--- src/rtl/exc_ov_ctrl.sv ---
// rtl/exc_ov_ctrl.sv - trap controller: overflow/ecall/irq traps, mret, machine CSRs, next-PC select
module exc_ov_ctrl #(
    parameter logic [31:0] MTVEC_RST = 32'h0000_0008,
    parameter int          SYNC_STG  = 2
) (
    input  logic        clk,
    input  logic        rst,
    input  logic [31:0] pc,
    input  logic        ov,
    input  logic        ov_en,
    input  logic        ecall,
    input  logic        mret,
    input  logic        intr,
    input  logic        csr_we,
    input  logic [11:0] csr_addr,
    input  logic [31:0] csr_wdata,
    output logic [31:0] csr_rdata,
    output logic        trap,
    output logic        wb_kill,
    output logic [1:0]  pc_sel,
    output logic [31:0] trap_pc,
    output logic        inta
);

    localparam logic [11:0] A_MSTATUS = 12'h300;
    localparam logic [11:0] A_MTVEC   = 12'h305;
    localparam logic [11:0] A_MEPC    = 12'h341;
    localparam logic [11:0] A_MCAUSE  = 12'h342;

    logic [SYNC_STG-1:0] sync;
    logic                intr_s;
    logic                mie, mpie;
    logic [31:0]         mtvec, mepc, mcause;
    logic                exc_ov, exc_ec, irq, do_mret, csr_wr;
    logic [31:0]         cause;

    assign intr_s = sync[SYNC_STG-1];

    // Events are gated by rst so nothing leaks out while reset is held.
    assign exc_ov  = ov & ov_en & ~rst;
    assign exc_ec  = ecall & ~rst;
    assign irq     = intr_s & mie & ~inta & ~rst;
    assign trap    = exc_ov | exc_ec | irq;
    assign wb_kill = trap;
    assign do_mret = mret & ~trap & ~rst;
    // The trapping instruction is killed, so its CSR write is dropped as well.
    assign csr_wr  = csr_we & ~trap & ~rst;

    always_comb begin
        cause = 32'h8000_000B;
        if (exc_ov)
            cause = 32'h0000_0018;
        else if (exc_ec)
            cause = 32'd11;
    end

    always_comb begin
        pc_sel  = 2'd0;
        trap_pc = mepc;
        if (trap) begin
            pc_sel  = 2'd1;
            trap_pc = mtvec;
        end else if (do_mret) begin
            pc_sel  = 2'd2;
        end
    end

    always_comb begin
        case (csr_addr)
            A_MSTATUS: csr_rdata = {24'd0, mpie, 3'd0, mie, 3'd0};
            A_MTVEC:   csr_rdata = mtvec;
            A_MEPC:    csr_rdata = mepc;
            A_MCAUSE:  csr_rdata = mcause;
            default:   csr_rdata = 32'd0;
        endcase
    end

    always_ff @(posedge clk or posedge rst) begin
        if (rst) begin
            sync   <= '0;
            mie    <= 1'b0;
            mpie   <= 1'b0;
            mtvec  <= {MTVEC_RST[31:2], 2'b00};
            mepc   <= 32'd0;
            mcause <= 32'd0;
            inta   <= 1'b0;
        end else begin
            sync <= {sync[SYNC_STG-2:0], intr};
            // Acknowledge only when the interrupt itself was the cause taken.
            inta <= irq & ~exc_ov & ~exc_ec;
            if (trap) begin
                mepc   <= pc;
                mcause <= cause;
                mpie   <= mie;
                mie    <= 1'b0;
            end else if (do_mret) begin
                mie  <= mpie;
                mpie <= 1'b1;
            end else if (csr_wr) begin
                case (csr_addr)
                    A_MSTATUS: begin
                        mie  <= csr_wdata[3];
                        mpie <= csr_wdata[7];
                    end
                    A_MTVEC:   mtvec  <= {csr_wdata[31:2], 2'b00};
                    A_MEPC:    mepc   <= {csr_wdata[31:2], 2'b00};
                    A_MCAUSE:  mcause <= csr_wdata;
                    default:   ;
                endcase
            end
        end
    end

endmodule

--- config.mk ---
export PLATFORM = sky130hd
export DESIGN_NAME = exc_ov_ctrl
export DESIGN_NICKNAME = d
export VERILOG_FILES = /design/src/rtl/exc_ov_ctrl.sv
export SDC_FILE = /design/constraint.sdc
export NUM_CORES = 1
export LEC_CHECK = 0
export BUFFER_PORTS_ARGS = -buffer_cell sky130_fd_sc_hd__buf_2
export CORE_UTILIZATION = 56
export DETAILED_ROUTE_END_ITERATION = 8
export PLACE_DENSITY_LB_ADDON = 0.2
export RECOVER_POWER = 50
export SLEW_MARGIN = 30
export SYNTH_ARGS = -nofsm -noshare
export SYNTH_HDL_FRONTEND = slang
export SYNTH_SLANG_ARGS = --single-unit
--- constraint.sdc ---
create_clock -name clk -period 9.1 [get_ports clk]
set_input_delay 0.91 -clock clk [delete_from_list [all_inputs] [get_ports clk]]
set_output_delay 0.91 -clock clk [all_outputs]
set_load 0.02 [all_outputs]
# After elaboration in Yosys (flattened, before gate mapping)
# Index checks and enable logic that the tools add are counted.
[totals]
register_bits = 99
input_bits = 84
output_inout_bits = 69
elab_cells = 63
[op_classes]
eq_ne = 5
muxes = 22
n_bitwise = 20
reduce_logical = 9
[ops]
columns = ["cell", "n"]
rows = [
  ["32-bit 2-to-1 mux", 11],
  ["32-bit one-hot mux with 4 select lines", 1],
  ["12-bit by 10-bit == test with 1-bit output, second input constant", 4],
  ["1-bit AND", 12],
  ["1-bit 2-to-1 mux", 8],
  ["1-bit inverter", 6],
  ["3-bit AND reduction", 2],
  ["2-bit nonzero test", 3],
  ["3-bit nonzero test", 2],
  ["2-bit 2-to-1 mux", 2],
  ["4-bit AND reduction", 1],
  ["2-bit != test, second input constant", 1],
  ["1-bit bitwise OR", 2],
  ["2-bit AND reduction", 1],
]

# Logic depth before layout (Yosys ltp)
[depth]
ltp_word = 10
depth_mapped = 7
ltp_nobuf = 5

# Worst setup path after synthesis
# OpenSTA, ideal clock, no wires.
[synth_timing]
path_type = "input to output"
startpoint = "input rst"
endpoint = "output pc_sel[0]"
t_arrival_ns = 4.252
t_required_ns = 8.190
setup_slack_ns = 3.938
path_stages = 5
path_buffers = 2
path_cell_list = "inv_1 a21oi_1 inv_2 clkbuf_1 buf_4"
[synth_via]
elab_chain_len = 5
elab_cells_between_ends = 7
classes_between = "1 x mux; 6 x bitwise"
[synth_rtl]
columns = ["element", "line", "text"]
rows = [
  ["start, declared", "7", "input logic rst,"],
  ["1-bit inverter (*)", "40, 41, 42", ""],
  ["1-bit AND, on equally long branches", "40, 41", ""],
  ["1-bit bitwise OR", "43", "assign trap = exc_ov | exc_ec | irq;"],
  ["1-bit bitwise OR (*)", "43", ""],
  ["named net trap", "18", "output logic trap,"],
  ["2-bit 2-to-1 mux (*)", "60", "if (trap) begin"],
  ["end, declared", "20", "output logic [1:0] pc_sel,"],
]
# The timed path passes the listed nets; every way through them passes the cells marked *.

==> flow_metrics.tcl <==
set metrics [dict create \
    outcome "finished with violations" \
    violations "max-capacitance violations, max-slew violations" \
    synth-edff-count 0 \
    synth.avg_cell_area_um2 8.38 \
    die_area_um2 9500 \
    slew_viol_final 83 \
    p_int_uw 634 \
    pwr-share-seq_pct 52.9 \
    drc 0 \
    yosys_warnings 0 \
    yosysTopAreaCellShare_pct 48.1 \
    cts_resized 0 \
    end_kind "async pin" \
    reg2reg_depth 6 \
    async_flop_share_pct 100 \
    power_density_nw_per_um2 151 \
    vias 5021 \
    totalWireLength_um 14500 \
    ctsHoldBuffers 0 \
    post-route-period-util_pct 55.7 \
    crit_arrival_ns 5.04 \
    clock_sinks 99 \
    vdd_ir_drop_max_mv 0.0945 \
    cts_tree "yes" \
    h-tree-depth 3 \
    max_freq_mhz 197 \
    worstPathRequired_ns 9.07 \
    grt_start_max_net_pins 102 \
    initial_core_util_pct 58.2 \
    hold_violations 0 \
    synth_fp_nets 693 \
    drtIter0Drc 418 \
    grt_first_pass_wirelength_um 23800 \
    crit_path_max_fanout 45 \
    io_pins 153 \
    postCtsSetupBuffers 0 \
    hold_path.class "reg2reg" \
    routed_via_density 5.91 \
    antenna_found_initial 0 \
    clockRootBuffer "clkbuf_8" \
    p_sw_share_pct 31.2 \
    total_power_uw 922 \
    crit_type "in2async" \
    holdPathStages 0 \
    wl_per_cell_um 17.1 \
    diodes 0 \
    startpoint_type "primary input" \
    yosys.area.top_type "dfrtp_1" \
    yosysSeqAreaShare_pct 48.6 \
    ys.flop_type "dfrtp_1" \
    max_slew_margin_pct -58.6 \
    yosysMostFrequentCell "nand2_1" \
    ys_top_cells_by_area "dfrtp_1, nand2_1, mux2_2" \
    syn_inst 609 \
    p_comb_share_pct 18.7 \
    synthToLayoutAreaGrowth_pct 19.6 \
    track_usage_pct 31.5 \
    die_w_um 97.5 \
    leakagePower_nw 3.25 \
    finalSetupTns_ns 0 \
    mappedNetlistArea_um2 5100 \
    ys_types 42 \
    clk_pin_slew_ns 0.09 \
    die_h_um 97.5 \
    firstDrtPassIters 7 \
    ant_nets 0 \
    cts_buffers 9 \
    p_clk_share_pct 28.3 \
    gr-total-overflow 0 \
    port_buffers 152 \
    p_sw_uw 288 \
    gp_congestion 0.863 \
    rsz0062_at_grt "false" \
    nNetsFinal 821 \
    fp-row-count 34 \
    grt_pass1_vias 4861 \
    setup_viol 0 \
    max-cap-violations 2 \
    dpl.hpwl_um 9360 \
    period_needed_ns 5.07 \
    clock_latency_ns 0.36 \
    skew_ns 0.0128 \
    drive_gt1_share_pct 27.4 \
    cts.path.max_buffers 2 \
    worstMarginPinSlew_ns 2.38 \
    fin_util_pct 69.7 \
    yosys-top-cells-count "nand2_1, dfrtp_1, nor2_1" \
    synth-seq-cells 99 \
    core_area_um2 8760 \
]
-- layer usage --
metal / track usage, % / wire length, um
met2: 50.0 / 6920
met3: 4.32 / 1290
met1: 43.4 / 6040
met4: 13.8 / 272
met5: 0 / 0
-- registers in the layout (all words and copies together) (netlist names) --
signal  cells
inta        1
mtvec      30
mcause     32
mie         1
mepc       32
mpie        1
sync        2
-- placed cells by master, fill, tap and decap left out, drive strengths merged, types with 2 or more instances in the layout --
| cell | n |
|---|---|
| a21oi | 31 |
| a222oi | 14 |
| a22o | 2 |
| a22oi | 6 |
| a31oi | 33 |
| a32oi | 10 |
| and2 | 3 |
| and3 | 2 |
| and4 | 2 |
| buf | 158 |
| clkbuf | 16 |
| clkinv | 2 |
| clkinvlp | 3 |
| dfrtp | 98 |
| inv | 16 |
| mux2 | 30 |
| mux2i | 2 |
| nand2 | 243 |
| nand3 | 5 |
| nand4 | 2 |
| nand4bb | 2 |
| nor2 | 36 |
| nor3 | 3 |
| nor4 | 2 |
| nor4b | 4 |
| nor4bb | 2 |
-- final timing paths --
check	from	end	slack, ns
worst max-delay path	rst	mcause[20]	4.03
worst min-delay path	sync[0]	sync[1]	0.36
worst max register to register	mie	mepc[1]	6.76
worst min register to register	sync[0]	sync[1]	0.36
max in group clk	rst	trap_pc[24]	4.34
min in group asynchronous	rst	mepc[5]	0.87
-- stage by stage --
stage | hold WS [ns] | setup slack, ns | cell area [um2] | std cells
floorplan | 0.331 | 3.94 | 5100 | 609
global placement | 0.338 | 4.54 | 5930 | 833
detailed placement | 0.348 | 4.88 | 5970 | 834
CTS | 0.361 | 4.84 | 6140 | 850
global route | 0.373 | 3.07 | 6100 | 850
finish | 0.364 | 4.03 | 6100 | 850
-- layout make-up --
cell class	instances	area [um2]
Fill cell	702	2660
Sequential cell	99	2480
Multi-Input combinational cell	448	2410
Timing Repair Buffer	163	836
Clock buffer	11	141
Tap cell	108	135
Inverter	16	61.3
Clock inverter	5	37.5
-- kinds of logic after synthesis --
kind of cell / count (synthesis) / synth area share, %
and+or+nand+nor: 312 / 25.3
AOI/OAI and AO/OA: 104 / 14.0
DFF: 99 / 48.6
buffers and inverters: 62 / 5.07
muxes: 32 / 7.01
-- critical path, stage by stage --
cell and delay (ns):
clkbuf_1 0.17, clkinvlp_2 0.68, clkbuf_1 1.45, clkbuf_1 1.79
-- power groups by stage --
stage / combinational (mW) / clock [mW] / sequential (mW)
global placement: 0.167 / 0 / 0.494
CTS: 0.175 / 0.265 / 0.487
detailed placement: 0.174 / 0 / 0.496
finish: 0.173 / 0.261 / 0.488
global route: 0.190 / 0.281 / 0.491
floorplan: 0.108 / 0 / 0.491
(Power assumes the default switching activity.)
